## src/rtl/chase_speed_encoder.sv

```systemverilog
// Rotary-encoder and push-button front end for the fading chaser: synchronises,
// debounces and decodes the raw pins into a saturating speed code and a direction bit.
module chase_speed_encoder #(
  parameter int DEBOUNCE_COUNT   = 1000,
  parameter int STEPS_PER_DETENT = 4,
  parameter int SPEED_RESET      = 3,
  parameter int DIR_RESET        = 1
) (
  input  logic       clk,
  input  logic       reset,
  input  logic       enc_a,
  input  logic       enc_b,
  input  logic       btn,
  output logic [2:0] speed,
  output logic       direction,
  output logic       speed_changed,
  output logic       quad_err
);

  // Channel order is {btn, A, B}; reset values match the idle pin levels.
  localparam logic [2:0]        PIN_IDLE     = 3'b011;
  localparam logic [15:0]       DB_LAST      = 16'(DEBOUNCE_COUNT - 1);
  localparam logic signed [2:0] ACC_FWD_LAST = 3'(STEPS_PER_DETENT - 1);
  localparam logic signed [2:0] ACC_REV_LAST = 3'(1 - STEPS_PER_DETENT);

  typedef enum logic [1:0] {
    QS_NONE = 2'd0,
    QS_FWD  = 2'd1,
    QS_REV  = 2'd2,
    QS_ERR  = 2'd3
  } quad_step_t;

  function automatic quad_step_t quad_classify(input logic [1:0] prev_ab,
                                               input logic [1:0] cur_ab);
    quad_step_t step;
    case ({prev_ab, cur_ab})
      4'b1110, 4'b1000, 4'b0001, 4'b0111: step = QS_FWD;
      4'b1101, 4'b0100, 4'b0010, 4'b1011: step = QS_REV;
      4'b1100, 4'b0011, 4'b1001, 4'b0110: step = QS_ERR;
      default:                            step = QS_NONE;
    endcase
    return step;
  endfunction

  logic [2:0]        w_pins;
  logic [2:0]        r_sync1;
  logic [2:0]        r_sync2;
  logic [2:0]        r_db;
  logic [15:0]       r_cnt [3];
  logic [1:0]        r_prev_ab;
  logic signed [2:0] r_acc;
  logic [2:0]        r_speed;
  logic              r_direction;
  logic              r_speed_changed;
  logic              r_quad_err;
  logic              r_btn_prev;

  quad_step_t        w_step;
  logic signed [2:0] w_acc_next;
  logic              w_step_up;
  logic              w_step_dn;
  logic [2:0]        w_speed_next;
  logic              w_btn_rise;

  assign w_pins = {btn, enc_a, enc_b};

  // Two-flop synchronisers for all three raw pins.
  always_ff @(posedge clk or negedge reset) begin
    if (!reset) begin
      r_sync1 <= PIN_IDLE;
      r_sync2 <= PIN_IDLE;
    end else begin
      r_sync1 <= w_pins;
      r_sync2 <= r_sync1;
    end
  end

  // Per-channel debouncers: the output follows only after DEBOUNCE_COUNT stable cycles.
  always_ff @(posedge clk or negedge reset) begin
    if (!reset) begin
      r_db <= PIN_IDLE;
      for (int i = 0; i < 3; i++) begin
        r_cnt[i] <= 16'd0;
      end
    end else begin
      for (int i = 0; i < 3; i++) begin
        if (r_sync2[i] == r_db[i]) begin
          r_cnt[i] <= 16'd0;
        end else if (r_cnt[i] == DB_LAST) begin
          r_db[i]  <= r_sync2[i];
          r_cnt[i] <= 16'd0;
        end else begin
          r_cnt[i] <= r_cnt[i] + 16'd1;
        end
      end
    end
  end

  assign w_step     = quad_classify(r_prev_ab, r_db[1:0]);
  assign w_btn_rise = r_db[2] & ~r_btn_prev;

  // Detent accumulation: limits are tested before the step so +/-4 never wraps in 3 bits.
  always_comb begin
    w_acc_next = r_acc;
    w_step_up  = 1'b0;
    w_step_dn  = 1'b0;
    case (w_step)
      QS_FWD: begin
        if (r_acc == ACC_FWD_LAST) begin
          w_acc_next = 3'sd0;
          w_step_up  = 1'b1;
        end else begin
          w_acc_next = r_acc + 3'sd1;
        end
      end
      QS_REV: begin
        if (r_acc == ACC_REV_LAST) begin
          w_acc_next = 3'sd0;
          w_step_dn  = 1'b1;
        end else begin
          w_acc_next = r_acc - 3'sd1;
        end
      end
      QS_ERR: begin
        w_acc_next = 3'sd0;
      end
      default: begin
        w_acc_next = r_acc;
      end
    endcase
  end

  // Saturating speed update.
  always_comb begin
    w_speed_next = r_speed;
    if (w_step_up && (r_speed != 3'd7)) begin
      w_speed_next = r_speed + 3'd1;
    end else if (w_step_dn && (r_speed != 3'd0)) begin
      w_speed_next = r_speed - 3'd1;
    end else begin
      w_speed_next = r_speed;
    end
  end

  // Decoder state, speed, direction and the registered status pulses.
  always_ff @(posedge clk or negedge reset) begin
    if (!reset) begin
      r_prev_ab       <= 2'b11;
      r_acc           <= 3'sd0;
      r_speed         <= 3'(SPEED_RESET);
      r_direction     <= 1'(DIR_RESET);
      r_speed_changed <= 1'b0;
      r_quad_err      <= 1'b0;
      r_btn_prev      <= 1'b0;
    end else begin
      r_prev_ab       <= r_db[1:0];
      r_acc           <= w_acc_next;
      r_speed         <= w_speed_next;
      r_speed_changed <= (w_speed_next != r_speed);
      r_quad_err      <= (w_step == QS_ERR);
      r_btn_prev      <= r_db[2];
      r_direction     <= r_direction ^ w_btn_rise;
    end
  end

  assign speed         = r_speed;
  assign direction     = r_direction;
  assign speed_changed = r_speed_changed;
  assign quad_err      = r_quad_err;

endmodule

```

## config.mk

```make
export PLATFORM = sky130hd
export DESIGN_NAME = chase_speed_encoder
export DESIGN_NICKNAME = d
export VERILOG_FILES = /design/src/rtl/chase_speed_encoder.sv
export SDC_FILE = /design/constraint.sdc
export NUM_CORES = 1
export LEC_CHECK = 0
export CAP_MARGIN = 20
export CORE_AREA = 10 10 107 85
export DETAILED_ROUTE_END_ITERATION = 12
export DIE_AREA = 0 0 117 95
export HOLD_SLACK_MARGIN = 0.05
export PLACE_DENSITY = 0.71
export SLEW_MARGIN = 0
export SYNTH_ARGS = -nofsm -noshare
export SYNTH_HDL_FRONTEND = slang
export SYNTH_SLANG_ARGS = --single-unit
```

## constraint.sdc

```tcl
create_clock -name clk -period 3.4 [get_ports clk]
set_clock_uncertainty 0.1 [all_clocks]
set_input_delay 0.68 -clock clk [delete_from_list [all_inputs] [get_ports clk]]
set_output_delay 0.68 -clock clk [all_outputs]
set_load 0.03 [all_outputs]
```

==> results.tsv <==
stage	metric	value	unit
run_status	outcome	finished, final reports clean	
timing	setup violators final	0	
finish	ANT cells	0	
route	Post-route DRC	0	
critical_path	cell family contributing the most delay on the critical path	buffers and inverters	
clock_tree	clock root cell	clkbuf_8	
critical_path	Worst Path Required	2.62	ns
critical_path	WP data arrival	1.56	ns
synth	register area share after synthesis	51.1	%
synth	Post-Syn Area	3410	um^2
global_route	vias in the first global route	2186	
global_route	initial antenna violation count	0	
route	Post-Route WL	5.86	mm
pwr	power per cell area	431	nW/um^2
critical_path	Setup crit start kind	flop	
floorplan	Ports	11	
finish	layout cell share with drive strength beyond 1	11.2	%
pwr	peak supply drop	0.233	mV
floorplan	Die ar.	11100	um^2
route	antenna viol nets, final	0	
synth	share of synthesized flip-flops with an asynchronous set or reset	100	%
route	Via density	5.33	
global_route	global route total overflow	0	
synth	synth top area cells	dfrtp_1 (43%), xor2_1 (9.3%), dfstp_2 (8.5%)	
floorplan	die width	117	um
clock_tree	clock slew at reported path FFs	0.07	ns
place	placed cell areas	3530	um^2
synth	share of the synthesized area in the top cell type	42.6	%
finish	Register Area	1740	um^2
clock_tree	TritonCTS clock tree	yes	
route	Initial DRT Pass Iterations	4	
timing	period utilisation layout	69.0	%
timing	fin. max-slew vios	0	
clock_tree	worst skew pair latency	0.34	ns
critical_path	CP max stage delay	0.67	ns
clock_tree	clock tree buffer depth	2	
global_route	largest net degree at the start of global routing	36	
synth	Ys Warns	0	
route	vias	2270	
critical_path	crit path cell chain	clkdlybuf4s50_1	
finish	# fillers	624	
synth	syn_area_per_cell	10.4	um^2
critical_path	WP buf/inv	1	
clock_tree	Resized Gates After CTS	0	
floorplan	Core ar.	7090	um^2
finish	most frequent cells in the layout	dfrtp_1 (58), nor2_1 (43), xor2_1 (36)	
finish	nets	349	
floorplan	Die Ht	95	um
pwr	total power	1.62	mW
global_route	Global Route Usage Sum	11.3	%
finish	commonest non-fill, non-tap cell in the layout	dfrtp_1	
critical_path	Slowest-stage cell, CP	clkdlybuf4s50_1	
route	WL/cell	13.8	um
finish	P&R area growth vs syn	9.92	%
global_route	first-pass GRT wire length	10.1	mm
critical_path	Setup crit end kind	primary output	
critical_path	crit-path max FO	4	
synth	Seq cells post-synth	69	
synth	post-synth cell types	42	
timing	Worst Tran Pin Value	0.755	ns
timing	Worst slew margin	49.7	%
run	Max Cap Viol	0	
finish	fin util	52.8	%
synth	post-synth top area cell	dfrtp_1	
timing	setup TNS	0	ns
clock_tree	clk sinks	69	
synth	Mapped Cells	328	
place	Post-DP HPWL	4.05	mm
finish	area taken by multi-input logic gates	1530	um^2
timing	Max Fclk	427	MHz
timing	final hold vios	0	
clock_tree	cts bufs inserted	9	
place	Buffers on Ports	10	
clock_tree	CTS Hold Bufs	0	
timing	RSZ-0062 raised after global routing	no	
place	RD Place Congestion	0.787	
synth	Post-synth EDFFs	0	
finish	final instance area	3740	um^2
floorplan	Starting Density	48.0	%
synth	syn_nets	343	
hold_path	HP Class	reg2reg	
clock_tree	H-tree levels	3	
timing	fin crit period	2.34	ns
critical_path	Setup Crit Path Kind	reg2out	
route	DR iter-0 viols	89	
clock_tree	Post-CTS Setup Bufs	0	
floorplan	cell row count	27	
synth	top_reg_cell synth	dfrtp_1	
pwr	Lkg Pwr	1.63	nW
## logic make-up after synthesis
kind of cell / share of synthesized area, %
buffers and inverters: 3.93
muxes: 1.29
adders and majority gates: 3.67
xor gates and xnor gates: 11.3
and+or+nand+nor: 22.8
AOI/OAI and AO/OA: 5.91
DFF: 51.1
## Yosys cell counts (8+ instances only)
| library cell | n |
|---|---|
| dfrtp_1 | 58 |
| nor2_1 | 43 |
| xor2_1 | 36 |
| nand4_1 | 18 |
| nand2_1 | 17 |
| nand3_1 | 17 |
| dfstp_2 | 11 |
| a21oi_1 | 10 |
| ha_1 | 10 |
| inv_1 | 10 |
| o21ai_0 | 9 |
| and2_1 | 8 |
| buf_2 | 8 |
## metal layers
layer  wire length (um)  track usage [%]
met3                210             3.99
met4                 59             3.70
met5                  0                0
met1               2970             15.0
met2               2620             16.9
## state kept, by name (all words and copies together), names as in the netlist, 2 cells and up
| register | flops |
|---|---|
| r_cnt | 48 |
| speed | 3 |
| r_sync1 | 3 |
| r_db | 3 |
| r_sync2 | 3 |
| r_prev_ab | 2 |
| r_acc | 3 |
## metrics by stage
stage	setup WS (ns)	hold WS, ns	cells
after detailed placement	1.41	0.249	410
final	1.06	0.256	426
after floorplan	1.63	0.231	328
after global placement	1.42	0.237	410
after global routing	1.01	0.260	426
after CTS	1.03	0.260	426
## report_power, final
group / internal (mW) / switching, mW / total (mW)
logic: 0.0166 / 0.0374 / 0.0540
clock network: 0.413 / 0.304 / 0.717
registers: 0.835 / 0.00920 / 0.844
## final timing paths
| check | from | end | slack (ns) | cells past startpoint |
|---|---|---|---|---|
| max | speed[1] | speed[1] | 1.06 | 1 |
| min | r_sync1[2] | r_sync2[2] | 0.26 | 0 |
| max reg2reg | r_cnt[32] | r_cnt[42] | 1.43 | 5 |
| min reg2reg | r_sync1[2] | r_sync2[2] | 0.26 | 0 |
| max in group asynchronous | reset | r_db[0] | 2.09 | 2 |
| min in group asynchronous | reset | r_cnt[2] | 0.30 | 1 |
## cell type report
class | instances | share of cell area, %
clock buffer | 10 | 3.41
clock inverter | 6 | 2.34
inverter | 10 | 1.00
multi-input combinational | 232 | 40.9
sequential | 69 | 46.5
tap | 87 | 2.91
timing repair buffer | 12 | 2.94
Power figures use the tool's default switching activity.
